**src/rtl/add_chain_ctrl.sv**
```systemverilog
`default_nettype none
`timescale 1ns/1ps
// ============================================================================
// Module   : add_chain_ctrl
// Purpose  : Byte-serial sequencer around a shared 8-bit carry-lookahead
//            adder. Streams LSB-first operand byte pairs through the adder,
//            chains carry between bytes and returns result bytes over a
//            valid/ready stream, forming an NBYTES x 8-bit add/subtract unit.
// Revision : 1.0 - initial release
// ============================================================================
module add_chain_ctrl #(
   parameter int NBYTES = 4
) (
   input  logic       clk,
   input  logic       rst,
   // operation control
   input  logic       start,
   input  logic       sub,
   // operand stream
   input  logic       in_valid,
   output logic       in_ready,
   input  logic [7:0] a_byte,
   input  logic [7:0] b_byte,
   // result stream
   output logic       out_valid,
   input  logic       out_ready,
   output logic [7:0] sum_byte,
   output logic       out_last,
   // shared adder datapath
   output logic [7:0] add_a,
   output logic [7:0] add_b,
   output logic       add_cin,
   input  logic [7:0] add_sum,
   input  logic       add_cout,
   // status
   output logic       busy,
   output logic       done,
   output logic       cout,
   output logic       zero
);

   // Counter is wide enough to hold NBYTES so the final increment never wraps.
   localparam int CNT_W = $clog2(NBYTES + 1);
   localparam logic [CNT_W-1:0] c_last_idx = CNT_W'(NBYTES - 1);
   localparam logic [CNT_W-1:0] c_cnt_one  = CNT_W'(1);

   typedef enum logic [1:0] {
      ST_IDLE  = 2'd0,
      ST_RUN   = 2'd1,
      ST_FLUSH = 2'd2
   } state_t;

   state_t           r_state;
   state_t           w_state_nxt;

   logic             r_sub;        // operation latched at start
   logic             r_carry;      // carry chained between bytes
   logic [CNT_W-1:0] r_cnt;        // bytes accepted so far
   logic             r_zacc;       // all result bytes so far were zero
   logic             r_out_valid;
   logic [7:0]       r_sum;
   logic             r_last;
   logic             r_done;
   logic             r_cout;
   logic             r_zero;

   logic             w_accept;     // operand byte pair taken this cycle
   logic             w_out_hs;     // result byte handed downstream this cycle
   logic             w_start_go;   // start honoured in IDLE
   logic             w_finish;     // final result byte handed off

   assign w_out_hs   = r_out_valid && out_ready;
   assign w_start_go = (r_state == ST_IDLE) && start;
   assign w_finish   = (r_state == ST_FLUSH) && w_out_hs;

   assign out_valid  = r_out_valid;
   assign sum_byte   = r_sum;
   assign out_last   = r_last;
   assign done       = r_done;
   assign cout       = r_cout;
   assign zero       = r_zero;

   // State register.
   always_ff @(posedge clk) begin
      if (rst) begin
         r_state <= ST_IDLE;
      end else begin
         r_state <= w_state_nxt;
      end
   end

   // Next-state decode plus operand-side handshake and adder drive.
   always_comb begin
      w_state_nxt = r_state;
      in_ready    = 1'b0;
      busy        = 1'b1;
      w_accept    = 1'b0;
      add_a       = 8'h00;
      add_b       = 8'h00;
      add_cin     = 1'b0;
      case (r_state)
         ST_IDLE: begin
            busy = 1'b0;
            if (start) begin
               w_state_nxt = ST_RUN;
            end
         end
         ST_RUN: begin
            // Single-entry output register: take a new byte only if the
            // held one is empty or leaving this cycle.
            in_ready = !r_out_valid || out_ready;
            w_accept = in_valid && in_ready;
            add_a    = a_byte;
            add_b    = r_sub ? ~b_byte : b_byte;
            add_cin  = r_carry;
            if (w_accept && (r_cnt == c_last_idx)) begin
               w_state_nxt = ST_FLUSH;
            end
         end
         ST_FLUSH: begin
            if (w_out_hs) begin
               w_state_nxt = ST_IDLE;
            end
         end
         default: begin
            busy        = 1'b0;
            w_state_nxt = ST_IDLE;
         end
      endcase
   end

   // Per-operation context: op select, carry chain, byte count, zero tracking.
   always_ff @(posedge clk) begin
      if (rst) begin
         r_sub   <= 1'b0;
         r_carry <= 1'b0;
         r_cnt   <= '0;
         r_zacc  <= 1'b0;
      end else if (w_start_go) begin
         // Subtract is A + ~B + 1: the +1 enters as the first carry-in.
         r_sub   <= sub;
         r_carry <= sub;
         r_cnt   <= '0;
         r_zacc  <= 1'b1;
      end else if (w_accept) begin
         r_carry <= add_cout;
         r_cnt   <= r_cnt + c_cnt_one;
         r_zacc  <= r_zacc & (add_sum == 8'h00);
      end
   end

   // Result output register; contents hold while the downstream stalls.
   always_ff @(posedge clk) begin
      if (rst) begin
         r_out_valid <= 1'b0;
         r_sum       <= 8'h00;
         r_last      <= 1'b0;
      end else if (w_accept) begin
         r_out_valid <= 1'b1;
         r_sum       <= add_sum;
         r_last      <= (r_cnt == c_last_idx);
      end else if (w_out_hs) begin
         r_out_valid <= 1'b0;
      end
   end

   // Completion pulse and sticky status of the last finished operation.
   always_ff @(posedge clk) begin
      if (rst) begin
         r_done <= 1'b0;
         r_cout <= 1'b0;
         r_zero <= 1'b0;
      end else begin
         r_done <= w_finish;
         if (w_finish) begin
            r_cout <= r_carry;
            r_zero <= r_zacc;
         end
      end
   end

endmodule
`default_nettype wire

```
**config.mk**
```make
export PLATFORM = sky130hd
export DESIGN_NAME = add_chain_ctrl
export DESIGN_NICKNAME = d
export VERILOG_FILES = /design/src/rtl/add_chain_ctrl.sv
export SDC_FILE = /design/constraint.sdc
export NUM_CORES = 1
export LEC_CHECK = 0
export CORE_ASPECT_RATIO = 2
export CORE_MARGIN = 5
export CORE_UTILIZATION = 41
export CTS_CLUSTER_DIAMETER = 50
export DETAILED_ROUTE_END_ITERATION = 12
export PLACE_DENSITY = 0.93
export SLEW_MARGIN = 10
export SYNTH_ARGS = -nofsm -noshare
export SYNTH_HDL_FRONTEND = slang
export SYNTH_SLANG_ARGS = --single-unit
```
**constraint.sdc**
```tcl
create_clock -name clk -period 2.5 [get_ports clk]
set_input_delay 0.375 -clock clk [delete_from_list [all_inputs] [get_ports clk]]
set_output_delay 0.375 -clock clk [all_outputs]
set_load 0.005 [all_outputs]
```
==> out/metrics.csv <==
stage;metric;value;unit
drt;via_count;1068;
drt;postRouteWirelength;3040;um
sta;finalWorstSetupSlack;0.353;ns
global_routing;grt.overflow.total;0;
power_and_ir_drop;powerDensity;607;nW/um^2
setup_path;worstSetupPathType;flop to output port;
power_and_ir_drop;power.total;1.08;mW
final_layout;postLayoutCoreUtil;66.0;%
sta;period_minus_slack;2.15;ns
sta;post-route-period-util;85.9;%
logic_synthesis;synth.ff_latch_count;21;
clocking;clkSinkCount;21;
clocking;cts-root-to-sink-buffers;2;
logic_synthesis;synth_fp_nets;160;
placement;gp_congestion;0.712;
clocking;clkLatencyLatePin;0.26;ns
floorplan;floorplan.io_pins;63;
global_routing;grt_usage;15.9;%
final_layout;antenna-diode-count;0;
sta;finalHoldViolCount;0;
setup_path;slowest_stage;clkdlybuf4s50_1;
logic_synthesis;distinct_cells_synth;27;
logic_synthesis;syn_area_per_cell;9.20;um^2
placement;setup_slack_at_placement;0.450;ns
global_routing;initial_antenna_violation_count;0;
final_layout;area.growth.synth_to_final;57.7;%
outcome;status;completed;
drt;drt-vias-per-instance;5.06;
drt;antenna_violating_nets_post_route;0;
drt;drc;0;
final_layout;most_common_cell_after_layout_fill_and_taps_aside;clkdlybuf4s50_1;
setup_path;timing.critical_path.from_type;flop;
setup_path;worstPathMaxFanout;23;
global_routing;grt_start_max_net_pins;24;
setup_path;critical_path_capture_point_type;output port;
sta;worst-slew-pin-transition;0.806;ns
power_and_ir_drop;power.ir.vdd_worst;0.488;mV
clocking;worst_setup_hold_path_clk_slew;0.07;ns
placement;dp.cells;207;
sta;clock-skew-final;0.00161;ns
floorplan;core_area;2700;um^2
placement;dp.final_hpwl;2530;um
clocking;ctsRootBufferMaster;clkbuf_8;
final_layout;total_number_of_nets_in_the_final_design;220;
logic_synthesis;synth_sequential_area_ratio;37.2;%
sta;timing.setup.tns;0;ns
sta;timing.final.setup_violations;0;
clocking;htree_levels;1;
placement;placement.io_buffers;62;
final_layout;n_fill_cell;226;
sta;rsz_0062_raised_after_global_routing;false;
sta;achievable-frequency;466;MHz
final_layout;largest_register_ffs;8;
floorplan;row_count;27;
sta;slew_headroom;46.1;%
floorplan;dieArea;3970;um^2
clocking;cts_tree;done;
setup_path;critical_path_arrival;1.77;ns
flow_run;number_of_max_capacitance_violations_reported;0;
final_layout;post_layout_nonfiller_instances;211;
logic_synthesis;mappedNetlistArea;1130;um^2
clocking;post_cts.repair.setup_buffers;0;
clocking;tritoncts.num_buffers;3;
sta;fin_worst_hold_slack;0.467;ns
power_and_ir_drop;p_leak;0.697;nW
drt;drtPass1Iterations;4;
logic_synthesis;postSynthCellCount;123;
setup_path;crit_path_max_incr_delay;0.52;ns
floorplan;effective_utilization_at_floorplan;41.9;%
logic_synthesis;synth_warnings;0;
floorplan;die_width;47.1;um
drt;drt-wirelength-per-cell;14.4;um
floorplan;chipHeight;84.3;um
global_routing;grt_first_pass_wirelength;4730;um
sta;pins_over_slew_limit;0;
final_layout;drive_gt1_share;4.95;%
setup_path;critPathRequiredTime;2.12;ns
final_layout;design_area;1780;um^2
setup_path;crit_chain;inv_1, ha_2, and2_1, clkdlybuf4s50_1;
final_layout;layout_common_cells;clkdlybuf4s50_1 (62), dfxtp_1 (21), and2_1 (19), nor2_1 (15), mux2i_1 (12);
hold_path;min_path_type;flop to flop;
global_routing;first_global_vias;1095;
drt;drt-initial-drc-count;11;
placement;instance_area_at_placement;1740;um^2
-- where the power goes --
part,internal [mW],switching [mW],leakage [nW]
clock,0.114,0.103,0.0228
combinational,0.283,0.184,0.504
sequential,0.369,0.0299,0.171
total,0.765,0.317,0.697
-- final cells by class --
type | instances | area (um^2) | share of cell area, %
inverters | 4 | 15.0 | 0.842
flip-flops and latches | 21 | 420 | 23.6
repair buffers | 62 | 621 | 34.8
clock buffers | 4 | 45.0 | 2.52
multi-input cells | 91 | 647 | 36.3
well taps | 29 | 36.3 | 2.03
-- cells in the mapped netlist --
cell type,count,area (um^2)
a2111oi_2,1,15.0
a21oi_1,5,25.0
a22o_1,1,8.76
a311oi_1,1,8.76
and2_1,19,119
and3_4,1,11.3
buf_12,1,20.0
buf_2,1,5.00
buf_6,1,11.3
clkbuf_1,4,15.0
dfxtp_1,21,420
ha_1,6,75.1
inv_1,4,15.0
mux2i_1,12,120
nand2_1,7,26.3
nand2b_1,2,12.5
nand2b_4,1,13.8
nand3_1,3,15.0
nand4_1,1,6.26
nor2_1,15,56.3
nor3_1,1,5.00
nor3_2,2,20.0
o21a_1,1,7.51
o21ai_1,1,5.00
or4_1,2,15.0
xnor2_1,1,8.76
xor2_1,8,70.1
-- final timing paths --
check | end | slack (ns) | depth (start not counted) | startpoint
setup reg to reg | r_carry$_SDFFE_PP0P_ | 0.78 | 5 | r_state[1]$_SDFFE_PP0P_
setup / recovery | add_a[0] | 0.35 | 4 | r_state[1]$_SDFFE_PP0P_
hold reg to reg | out_last$_SDFFE_PP0P_ | 0.47 | 2 | out_last$_SDFFE_PP0P_
hold / removal | out_last$_SDFFE_PP0P_ | 0.47 | 2 | out_last$_SDFFE_PP0P_
-- worst max-delay path, delay by kind of cell (launching register included) --
kind	cells	cell delay, ns
buf+inv	2	0.64
fa+ha+maj	1	0.38
simple gates	1	0.17
flops	1	0.31
-- metal layers --
layer	global-route usage, %	up-vias	part of all wire, %
li1	-	520	-
met1	13.6	474	30
met2	29.4	67	52
met3	5.15	7	15
met4	8.31	0	2.9
met5	0	-	0
-- logic make-up after synthesis --
group           share of synthesized area (%)
simple gates                             26.5
flops                                    37.2
mux                                      10.6
buf+inv                                  5.86
compound gates                           6.19
xor+xnor                                 6.97
fa+ha+maj                                6.64
-- timing repair --
item	CTS	global route
gates resized for setup	0	1
hold buffers	0	0
setup endpoints to repair	0	5
Note: power is estimated with default switching activity, not from simulation.
